### src/rtl/tick_timer.sv
// Programmable one-shot / periodic down-counter driven by an external tick pulse.
// Optional overrun flag built only when TICK_TIMER_OVERRUN_EN is defined.
module tick_timer #(
    parameter int WIDTH = 16
) (
    input  logic             i_clk,
    input  logic             i_rst_n,
    input  logic             i_tick,
    input  logic             i_start,
    input  logic             i_stop,
    input  logic             i_pause,
    input  logic             i_periodic,
    input  logic [WIDTH-1:0] i_load_val,
    input  logic             i_clr_sticky,
    output logic             o_busy,
    output logic [WIDTH-1:0] o_count,
    output logic             o_expire,
    output logic             o_expire_sticky,
    output logic             o_overrun
);

    typedef enum logic [1:0] {S_IDLE, S_RUN, S_PAUSED} state_t;

    state_t           state_q;
    logic [WIDTH-1:0] count_q;
    logic [WIDTH-1:0] reload_q;
    logic             periodic_q;
    logic             expire_q;
    logic             sticky_q;
    logic             expiry_d;

    // Expiry only on an accepted tick: stop, start and pause all take precedence.
    // A count of 0 (load value 0) expires like a count of 1.
    assign expiry_d = (state_q == S_RUN) && !i_stop && !i_start && !i_pause &&
                      i_tick && (count_q <= WIDTH'(1));

    always_ff @(posedge i_clk or negedge i_rst_n) begin
        if (!i_rst_n) begin
            state_q    <= S_IDLE;
            count_q    <= '0;
            reload_q   <= '0;
            periodic_q <= 1'b0;
            expire_q   <= 1'b0;
            sticky_q   <= 1'b0;
        end else begin
            expire_q <= expiry_d;
            if (expiry_d)
                sticky_q <= 1'b1;
            else if (i_clr_sticky)
                sticky_q <= 1'b0;

            if (i_stop) begin
                state_q <= S_IDLE;
                count_q <= '0;
            end else if (i_start) begin
                state_q    <= S_RUN;
                reload_q   <= i_load_val;
                periodic_q <= i_periodic;
                count_q    <= i_load_val;
            end else begin
                case (state_q)
                    S_RUN: begin
                        if (i_pause) begin
                            state_q <= S_PAUSED;
                        end else if (i_tick) begin
                            if (count_q <= WIDTH'(1)) begin
                                if (periodic_q) begin
                                    count_q <= reload_q;
                                end else begin
                                    count_q <= '0;
                                    state_q <= S_IDLE;
                                end
                            end else begin
                                count_q <= count_q - WIDTH'(1);
                            end
                        end
                    end
                    S_PAUSED: begin
                        if (!i_pause)
                            state_q <= S_RUN;
                    end
                    S_IDLE:  state_q <= S_IDLE;
                    default: state_q <= S_IDLE;
                endcase
            end
        end
    end

`ifdef TICK_TIMER_OVERRUN_EN
    logic overrun_q;

    // An expiry landing while the sticky flag is still unserviced is an overrun.
    always_ff @(posedge i_clk or negedge i_rst_n) begin
        if (!i_rst_n)
            overrun_q <= 1'b0;
        else if (expiry_d && sticky_q)
            overrun_q <= 1'b1;
        else if (i_clr_sticky)
            overrun_q <= 1'b0;
    end

    assign o_overrun = overrun_q;
`else
    assign o_overrun = 1'b0;
`endif

    assign o_busy          = (state_q != S_IDLE);
    assign o_count         = count_q;
    assign o_expire        = expire_q;
    assign o_expire_sticky = sticky_q;

endmodule

### config.mk
export PLATFORM = sky130hd
export DESIGN_NAME = tick_timer
export DESIGN_NICKNAME = d
export VERILOG_FILES = /design/src/rtl/tick_timer.sv
export SDC_FILE = /design/constraint.sdc
export NUM_CORES = 1
export LEC_CHECK = 0
export BUFFER_PORTS_ARGS = -buffer_cell sky130_fd_sc_hd__buf_2
export CAP_MARGIN = 25
export CORE_ASPECT_RATIO = 1.25
export CORE_UTILIZATION = 35
export CTS_CLUSTER_SIZE = 12
export DETAILED_ROUTE_END_ITERATION = 12
export HOLD_SLACK_MARGIN = 0.02
export REMOVE_ABC_BUFFERS = 1
export SYNTH_ARGS = -nofsm -noshare
export SYNTH_HDL_FRONTEND = slang
export SYNTH_SLANG_ARGS = --single-unit
### constraint.sdc
create_clock -name i_clk -period 2.4 [get_ports i_clk]
set_input_delay 0.24 -clock i_clk [delete_from_list [all_inputs] [get_ports i_clk]]
set_output_delay 0.24 -clock i_clk [all_outputs]
set_load 0.02 [all_outputs]
==> reports/results.ini, run 1 <==
[run_status]
outcome = complete, no violations

[sta]
worstMarginPinSlew_ns = 0.8667
setup_viol = 0
fmax_mhz = 457.0
slew_violations = 0
slew_headroom_pct = 42.22
fin_crit_ns = 2.188
fin_setup_tns_ns = 0
hold_viol = 0
post-route-period-util_pct = 91.18
fin_worst_skew_ns = 0.01255
rsz0062_at_grt = no

[setup_path]
crit_type = flop to flop
cp.arrival_ns = 2.38
critical_path.max_stage_delay_ns = 0.44
critPathTopFamily = compound AO/OA/AOI/OAI gates
r2r_cells = 5
cp.required_ns = 2.59
end_kind = flop
worst-path-stages = 5
slowest_stage = dfrtp_1
cp_max_fo = 12
path_buf_inv = 0
startpoint_type = flop
path_cells = nor4_1, o211a_1, nand2_1, a211oi_1, o31ai_1

[layout]
layout-drive-gt1-share_pct = 22.65
layout.nets = 337
n_antenna_cell = 0
mostFrequentLayoutCell = nand2_1
mostFrequentLayoutCells = 73 x nand2_1, 42 x buf_2, 37 x dfrtp_1, 21 x nor2_1, 15 x a21oi_1
instances_no_fill = 394
area_growth_pct = 18.03

[clock_tree]
hold_buffers = 0
path_clk_slew_ns = 0.08
cts_root_buf = clkbuf_8
clk_latency_ns = 0.31
cts_buffers = 5
cts_tree = yes
cts_resized = 0
clock_sinks = 37
post_cts.repair.setup_buffers = 0
h-tree-depth = 2
cts_buffer_depth = 2

[synthesis]
dominantRegCellSynth = dfrtp_1
synth_edf_count = 0
synth_area_sq_um = 2227
yosys.cell_types.count = 52
syn_avg_cell_area_sq_um = 8.436
yosys_register_bits = 37
yosysSeqAreaShare_pct = 41.57
synthArstFlopShare_pct = 100.0
synth_cells = 264
yosysWarnings = 0

[power_and_ir_drop]
power_density_nw_per_um2 = 655.0
power_switching_uw = 632.2
p_leak_nw = 1.264
pwr-share-seq_pct = 44.8
power_frac_comb_pct = 29.3
pwr-share-clk_pct = 25.9
p_sw_share_pct = 36.72
peakVddDrop_v = 0.0002168
internal-power_mw = 1.090

[global_route]
grt_pass1_wl_microns = 9756
antenna_found_initial = 0
grtUsageTotal_pct = 19.07
grt_pass1_vias = 2039
grt_overflow = 0
grt_max_degree = 38

[place]
post-dp-hpwl_microns = 4092
gp_congestion = 0.8139
dp_cells = 386
io_buffers = 42

[floorplan]
die_w_microns = 73.35
row_count = 32
die-area_sq_um = 6688
ios = 44
fp.coreArea_sq_um = 6166
die_h_microns = 91.19
start_util_pct = 36.12

[hold_path]
min_path_type = primary input to async pin

[route]
drc = 0
num_vias = 2036
wl_microns = 5828
viasPerCell = 5.168
drtAntennaViolNets = 0
avgRoutedWirePerCell_microns = 14.79
drt_iter0_drc = 103
drtPass1Iterations = 5

[job]
max_cap_viol_count = 0

[Yosys cell counts (all sizes together), types with 2 or more instances]
master / instances / area (sq um)
xnor2: 4 / 35.03
a2bb2oi: 4 / 35.03
nand3: 3 / 15.01
nor3: 4 / 20.02
inv: 12 / 45.04
xor2: 3 / 26.28
nor4: 5 / 82.58
ha: 5 / 62.56
clkbuf: 8 / 30.03
o31ai: 9 / 67.56
o21ai: 8 / 40.04
a211oi: 2 / 15.01
or3: 3 / 23.77
buf: 7 / 46.29
or2: 2 / 12.52
a31oi: 5 / 31.28
nand2: 73 / 274.0
a21oi: 15 / 75.07
a311oi: 5 / 43.79
nor2: 22 / 90.09
nand4: 2 / 12.51
a22oi: 5 / 37.54
dfrtp: 37 / 925.9
[logic make-up after synthesis]
| family | count (synthesis) | share of synthesized area [%] |
|---|---|---|
| simple gates | 121 | 26.35 |
| compound gates | 65 | 20.45 |
| flops | 37 | 41.57 |
| buf+inv | 27 | 5.449 |
| xor+xnor | 7 | 2.753 |
| fa+ha+maj | 5 | 2.809 |
| other cells | 1 | 0.1684 |
| mux | 1 | 0.4495 |
[flip-flops by register name, indices dropped and copies added, names as in the netlist]
signal	cells
o_count	16
reload_q	16
state_q	2
o_expire	1
o_expire_sticky	1
periodic_q	1
[per-layer routing]
layer	global-route usage [%]	vias to the layer above	share of wire, %
met1	24.93	965	46
li1	-	1008	-
met5	0	-	0
met2	29.48	56	48
met4	8.814	0	1.7
met3	4.440	7	4.2
[stage by stage]
stage / total power [mW] / setup WS (ns) / hold slack [ns] / instance area, sq um / util [%]
floorplan: 1.099 / 0.2882 / -0.05559 / 2151 / -
global placement: 1.278 / 0.3136 / 0.3971 / 2542 / 41.23
detailed placement: 1.285 / 0.2371 / 0.3986 / 2542 / 41.23
CTS: 1.727 / 0.2044 / 0.07412 / 2629 / 42.63
global route: 1.818 / 0.06742 / 0.1082 / 2629 / 42.63
finish: 1.722 / 0.2118 / 0.04422 / 2629 / 42.63
[worst paths after layout]
kind,startpoint,end,slack [ns]
min in group i_clk,i_periodic,periodic_q,0.12
worst min-delay path,i_rst_n,o_count[11],0.04
worst max register to register,o_count[13],o_count[6],0.21
worst max-delay path,o_count[13],o_count[6],0.21
worst min register to register,reload_q[15],reload_q[15],0.48
max in group asynchronous,i_rst_n,state_q[1],1.81
[layout make-up]
class	count	area (sq um)
Fill cell	650	3537
Multi-Input combinational cell	200	1180
Sequential cell	37	925.9
Timing Repair Buffer	52	285.3
Tap cell	85	106.4
Clock buffer	5	68.82
Inverter	12	45.04
Clock inverter	3	17.52
[power by group through the flow]
stage                     logic (mW)  clock network (mW)  registers, mW
after floorplan                0.294                   0          0.805
after global placement         0.498                   0          0.781
after detailed placement       0.504                   0          0.781
after CTS                      0.507               0.450          0.769
after global routing           0.558               0.478          0.783
final                          0.505               0.446          0.771
Power figures use the tool's default switching activity.
==> run 2: changes to the inputs <==
--- a/config.mk
+++ b/config.mk
@@ -5,7 +5,7 @@
 export SDC_FILE = /design/constraint.sdc
 export NUM_CORES = 1
 export LEC_CHECK = 0
-export BUFFER_PORTS_ARGS = -buffer_cell sky130_fd_sc_hd__buf_2
+export BUFFER_PORTS_ARGS = -buffer_cell sky130_fd_sc_hd__buf_4
 export CAP_MARGIN = 25
 export CORE_ASPECT_RATIO = 1.25
 export CORE_UTILIZATION = 35
==> run 2 against run 1 <==
  * Power rose by 2.5%
  * Cell count did not move
  * Core utilization rose by 1.9 points
  * Sequential share of layout area fell by 1.5 points
  * Largest cell class unchanged
  * Critical endpoint is now state_q[0]
  * Maximum frequency rose by 6.9%
  * Critical path depth rose by 1
  * Die area did not move
  * First-iteration DRC count rose by 9.7%
  * Via count rose by 0.25%
  * Register-to-register slack improved by 0.14 ns
  * Hold slack improved by 0.10 ns
==> reports/results.ini, run 2 (synthesis results as in run 1) <==
[run_status]
outcome = complete, no violations  ; unchanged

[job]
max_cap_viol_count = 0  ; unchanged

[sta]
fin_worst_skew_ns = 0.005610  ; was 0.01255 ns
slew_headroom_pct = 46.33  ; was 42.22%
worstMarginPinSlew_ns = 0.8051  ; was 0.8667 ns
post-route-period-util_pct = 85.27  ; was 91.18%
hold_viol = 0  ; unchanged
rsz0062_at_grt = no  ; unchanged
slew_violations = 0  ; unchanged
setup_viol = 0  ; unchanged
fmax_mhz = 488.7  ; was 457.0 MHz
fin_crit_ns = 2.046  ; was 2.188 ns
fin_setup_tns_ns = 0  ; unchanged
hold_ws_ns = 0.1457  ; was 0.04422 ns

[floorplan]
die_w_microns = 73.35  ; unchanged
start_util_pct = 36.12  ; unchanged
row_count = 32  ; unchanged
fp.coreArea_sq_um = 6166  ; unchanged
ios = 44  ; unchanged
die_h_microns = 91.19  ; unchanged
die-area_sq_um = 6688  ; unchanged

[layout]
mostFrequentLayoutCells = 72 x nand2_1, 52 x buf_4, 37 x dfrtp_1, 21 x nor2_1, 15 x a21oi_1  ; was 73 x nand2_1, 42 x buf_2, 37 x dfrtp_1, 21 x nor2_1, 15 x a21oi_1
nFillCells = 667  ; was 650
mostFrequentLayoutCell = nand2_1  ; unchanged
multi_input_area_sq_um = 1182  ; was 1180 sq um
layout-drive-gt1-share_pct = 22.33  ; was 22.65%
n_antenna_cell = 0  ; unchanged
seqCellArea_sq_um = 925.9  ; unchanged
layout.nets = 338  ; was 337
area_growth_pct = 23.31  ; was 18.03%

[global_route]
grt_max_degree = 38  ; unchanged
grt_pass1_vias = 2064  ; was 2,039
grt_pass1_wl_microns = 10270  ; was 9756 microns
grt_overflow = 0  ; unchanged
grtUsageTotal_pct = 20.05  ; was 19.07%
antenna_found_initial = 0  ; unchanged

[clock_tree]
cts_buffer_depth = 2  ; unchanged
cts_tree = yes  ; unchanged
clk_latency_ns = 0.29  ; was 0.31 ns
cts_buffers = 5  ; unchanged
clock_sinks = 37  ; unchanged
path_clk_slew_ns = 0.08  ; about the same
h-tree-depth = 2  ; unchanged
cts_root_buf = clkbuf_8  ; unchanged

[power_and_ir_drop]
power_density_nw_per_um2 = 642.7  ; was 655.0 nW/um^2
peakVddDrop_v = 0.0002799  ; was 0.0002168 V
p_leak_nw = 1.294  ; was 1.264 nW

[setup_path]
end_kind = flop  ; unchanged
cp_max_fo = 10  ; was 12
startpoint_type = flop  ; unchanged
crit_type = flop to flop  ; unchanged
cp.required_ns = 2.59  ; about the same
cp.arrival_ns = 2.24  ; was 2.38 ns

[route]
num_vias = 2041  ; was 2,036
m1WireLength_microns = 2752  ; was 2695 microns
drtAntennaViolNets = 0  ; unchanged
drc = 0  ; unchanged
top_layer = met4  ; unchanged
drt_iter0_drc = 113  ; was 103
dr_wl_met3_microns = 197  ; was 242 microns
wl_met2_microns = 3011  ; was 2788 microns
avgRoutedWirePerCell_microns = 15.35  ; was 14.79 microns
wl_microns = 6047  ; was 5828 microns
drtPass1Iterations = 6  ; was 5
viasPerCell = 5.180  ; was 5.168

[place]
gp_congestion = 0.8091  ; was 0.8139
io_buffers = 42  ; unchanged
post-dp-hpwl_microns = 4252  ; was 4092 microns

[hold_path]
min_path_type = primary input to flop  ; was primary input to async pin

[run 2: cell count changes in the layout (fill, tap and decap cells not counted)]
cell,previous run,this run
clkbuf_1,0,1
buf_4,10,52
clkbuf_8,5,6
nand2_1,73,72
clkinv_2,2,0
dlygate4sd3_1,0,1
buf_2,42,0
nand2_2,0,1
clkinvlp_4,1,0
[run 2: power breakdown]
part / internal, mW / switching, mW / total [mW]
registers: 0.690 / 0.0785 / 0.768
clock network: 0.228 / 0.225 / 0.453
logic: 0.228 / 0.316 / 0.544
total: 1.15 / 0.619 / 1.77
[run 2: per-stage QoR]
step	util (%)	area (sq um)	total power, mW	cells	setup WS [ns]
floorplan	-	2151	1.099	249	0.2882
global placement	42.94	2648	1.313	386	0.3074
detailed placement	42.94	2648	1.320	386	0.2001
CTS	44.50	2744	1.781	394	0.1600
global route	44.54	2746	1.864	394	0.08893
finish	44.54	2746	1.765	394	0.3536
[run 2: layout make-up]
type	instances	area share [%]
Sequential cell	37	33.71
Timing Repair Buffer	53	14.58
Inverter	12	1.640
Tap cell	85	3.872
Clock buffer	7	3.144
Multi-Input combinational cell	200	43.05
[run 2: worst paths after layout]
| check | start | to | slack, ns | cells past startpoint |
|---|---|---|---|---|
| worst max-delay path | o_count[8] | state_q[0] | 0.35 | 6 |
| worst min-delay path | i_clr_sticky | o_expire_sticky | 0.15 | 2 |
| worst max register to register | o_count[8] | state_q[0] | 0.35 | 6 |
| worst min register to register | reload_q[14] | reload_q[14] | 0.48 | 2 |
| max in group asynchronous | i_rst_n | reload_q[14] | 1.60 | 2 |
| min in group asynchronous | i_rst_n | o_count[8] | 0.45 | 2 |
[run 2: critical path: stages, from the launching register on]
cell      delay, ns
dfrtp_1        0.50
nor4_2         0.43
and2_1         0.23
buf_4          0.18
nand4b_1       0.17
mux2i_1        0.16
a221oi_1       0.28
[run 2: routing by layer]
layer / GRT usage (%) / up-vias
li1: - / 1015
met1: 26.70 / 979
met2: 31.56 / 41
met3: 3.663 / 6
met4: 8.333 / 0
met5: 0 / -
[run 2: timing repair]
action	in CTS	in global routing
endpoints found under the setup margin	0	5
buffers inserted	0	0
resized for setup	0	1
endpoints found under the hold margin	37	0
hold buffers	1	0
==> run 3: changes to the inputs <==
--- a/config.mk
+++ b/config.mk
@@ -5,6 +5,7 @@
 export SDC_FILE = /design/constraint.sdc
 export NUM_CORES = 1
 export LEC_CHECK = 0
+export ABC_AREA = 1
 export BUFFER_PORTS_ARGS = -buffer_cell sky130_fd_sc_hd__buf_4
 export CAP_MARGIN = 25
 export CORE_ASPECT_RATIO = 1.25
==> run 3 against run 2 <==
  * Register-to-register slack improved by 0.27 ns
  * Flip-flop and latch count unchanged
  * Highest routed layer unchanged
  * Critical path type unchanged
  * Non-clock buffer count decreased by 6
  * Largest power group unchanged
  * Maximum frequency increased by 15%
  * Largest cell class unchanged
  * Sequential power increased by 0.8%
==> reports/results.ini, run 3 <==
[route]
drc = 0  ; unchanged
drtAntennaViolNets = 0  ; unchanged
viasPerCell = 4.705  ; was 5.180
drt_iter0_drc = 122  ; was 113
avgRoutedWirePerCell_microns = 12.21  ; was 15.35 microns
num_vias = 2310  ; was 2,041
drtPass1Iterations = 4  ; was 6
wl_microns = 5994  ; was 6047 microns

[synthesis]
syn_avg_cell_area_sq_um = 6.699  ; was 8.436 sq um
yosysSeqAreaShare_pct = 37.97  ; was 41.57%
dominantRegCellSynth = dfrtp_1  ; unchanged
synth.area.top_cells = dfrtp_1 38%, nand2_1 16%, nand3_1 9.4%  ; was dfrtp_1 42%, nand2_1 12%, nor2_1 3.5%
yosys_register_bits = 37  ; unchanged
synth_top_cell_area_share_pct = 37.97  ; was 41.57%
yosys.cell_types.count = 27  ; was 52
synth_cells = 364  ; was 264
post-synth-top-count-cell = nand2_1  ; unchanged
yosysWarnings = 0  ; unchanged
synth_edf_count = 0  ; unchanged
yosysTopAreaCell = dfrtp_1  ; unchanged
synthArstFlopShare_pct = 100.0  ; unchanged
synth_area_sq_um = 2439  ; was 2227 sq um
synth_common_cells = 107 x nand2_1, 61 x inv_1, 46 x nand3_1  ; was 73 x nand2_1, 37 x dfrtp_1, 21 x nor2_1

[layout]
instances_no_fill = 491  ; was 394
n_antenna_cell = 0  ; unchanged
mostFrequentLayoutCells = 107 x nand2_1, 61 x inv_1, 46 x nand3_1, 46 x buf_4, 37 x dfrtp_1  ; was 72 x nand2_1, 52 x buf_4, 37 x dfrtp_1, 21 x nor2_1, 15 x a21oi_1
mostFrequentLayoutCell = nand2_1  ; unchanged
fin_area_sq_um = 2917  ; was 2746 sq um
area_growth_pct = 19.60  ; was 23.31%
layout-drive-gt1-share_pct = 15.59  ; was 22.33%
postLayoutCoreUtil_pct = 43.87  ; was 44.54%
layout.nets = 433  ; was 338

[setup_path]
cp_max_fo = 19  ; was 10
crit_start = o_count[0]  ; was o_count[8]
rr_endpoint = o_count[3]  ; was state_q[0]
crit_type = flop to flop  ; unchanged
cp.required_ns = 2.60  ; was 2.59 ns
reg2reg_setup_slack_ns = 0.62  ; was 0.35 ns
reg2reg_from = o_count[0]  ; was o_count[8]
startpoint_type = flop  ; unchanged
r2r_cells = 8  ; was 6
path_cells = inv_1, ha_1, o21ai_2, nor2_8, nand2_4, nand2_1, nand3_1, a22oi_1  ; was nor4_2, and2_1, buf_4, nand4b_1, mux2i_1, a221oi_1
cp.arrival_ns = 1.98  ; was 2.24 ns
critical_path.max_stage_delay_ns = 0.43  ; was 0.50 ns
end_kind = flop  ; unchanged
path_buf_inv = 1  ; unchanged
critPathTopFamily = simple AND/OR/NAND/NOR gates  ; unchanged
slowest_stage = dfrtp_1  ; unchanged

[place]
dp_cells = 483  ; was 386
io_buffers = 42  ; unchanged
post-dp-hpwl_microns = 4215  ; was 4252 microns
placed_area_sq_um = 2820  ; was 2648 sq um
gp_congestion = 0.8180  ; was 0.8091

[sta]
fmax_mhz = 561.4  ; was 488.7 MHz
slew_violations = 0  ; unchanged
setup_viol = 0  ; unchanged
fin_setup_tns_ns = 0  ; unchanged
rsz0062_at_grt = no  ; unchanged
fin_worst_skew_ns = 0.003598  ; was 0.005610 ns
post-route-period-util_pct = 74.22  ; was 85.27%
hold_viol = 0  ; unchanged
fin_crit_ns = 1.781  ; was 2.046 ns

[global_route]
grt_overflow = 0  ; unchanged
grtUsageTotal_pct = 18.00  ; was 20.05%
grt_pass1_vias = 2252  ; was 2,064
grt_pass1_wl_microns = 10430  ; was 10,270 microns
grt_max_degree = 38  ; unchanged
antenna_found_initial = 0  ; unchanged

[floorplan]
die_h_microns = 95.33  ; was 91.19 microns
die-area_sq_um = 7308  ; was 6688 sq um
die_w_microns = 76.66  ; was 73.35 microns
fp.coreArea_sq_um = 6648  ; was 6166 sq um
ios = 44  ; unchanged
start_util_pct = 36.68  ; was 36.12%
row_count = 33  ; was 32

[clock_tree]
cts_buffers = 5  ; unchanged
cts_buffer_depth = 2  ; unchanged
path_clk_slew_ns = 0.08  ; about the same
clk_latency_ns = 0.28  ; was 0.29 ns
clock_sinks = 37  ; unchanged
post_cts.repair.setup_buffers = 0  ; unchanged
cts_root_buf = clkbuf_8  ; unchanged
cts_tree = yes  ; unchanged
h-tree-depth = 2  ; unchanged

[hold_path]
min_path_type = primary input to flop  ; unchanged
hold_path_depth = 2  ; unchanged
hold_end = o_expire_sticky  ; unchanged
hp-start = i_clr_sticky  ; unchanged

[run_status]
outcome = complete, no violations  ; unchanged

[power_and_ir_drop]
power_density_nw_per_um2 = 584.4  ; was 642.7 nW/um^2
p_leak_nw = 1.598  ; was 1.294 nW
power_mw = 1.705  ; was 1.765 mW
peakVddDrop_v = 0.0003005  ; was 0.0002799 V

[job]
max_cap_viol_count = 0  ; unchanged

[run 3: changes by cell type after synthesis, moves of 5 or more]
| cell | delta |
|---|---|
| nand2_1 | +34 |
| nor2_1 | +11 |
| o21ai_0 | +19 |
| a31oi_1 | -5 |
| o31ai_1 | -9 |
| a311oi_1 | -5 |
| inv_1 | +49 |
| nand3_1 | +43 |
[run 3: worst max path at each step]
stage,end,cells past startpoint
after floorplan,o_count[0],4
final,o_count[3],8
after global placement,state_q[1],9
after detailed placement,o_count[1],8
after CTS,o_count[1],8
after global routing,state_q[0],8
[run 3: kinds of logic after synthesis]
group                    Yosys count  synth area share (%)
adder cells (fa/ha/maj)            5                 2.565
buffers and inverters             75                 12.37
flip-flops                        37                 37.97
AO/OA/AOI/OAI                     45                 10.21
AND/OR/NAND/NOR                  198                 35.66
XOR/XNOR                           3                 1.078
other                              1                0.1538
[run 3: through the flow]
stage / setup slack (ns) / hold WS, ns
floorplan: 0.6203 / -0.05559
global placement: 0.6883 / 0.2439
detailed placement: 0.6191 / 0.2478
CTS: 0.6048 / 0.1343
global route: 0.4306 / 0.1317
finish: 0.6188 / 0.1468
[run 3: per-layer routing]
metal | GRT usage (%) | part of all wire [%] | up-vias
li1 | - | - | 1209
met1 | 21.62 | 45 | 1064
met2 | 33.11 | 51 | 31
met3 | 2.584 | 2.8 | 6
met4 | 5.609 | 1.2 | 0
met5 | 0 | 0 | -
[run 3: timing repair]
| action | CTS | global route |
|---|---|---|
| hold buffers | 1 | 0 |
| resized for setup | 0 | 0 |
| endpoints found under the hold margin | 37 | 0 |
[run 3: cell type report]
type	count	area [sq um]
fillers	740	3731
multi-input cells	252	1211
flip-flops and latches	37	925.9
repair buffers	47	355.3
inverters	61	229.0
well taps	87	108.9
clock buffers	7	86.33
[run 3: where the power goes]
| group | internal (mW) | switching, mW |
|---|---|---|
| sequential | 0.692 | 0.0816 |
| clock | 0.228 | 0.221 |
| combinational | 0.186 | 0.295 |
| total | 1.11 | 0.598 |
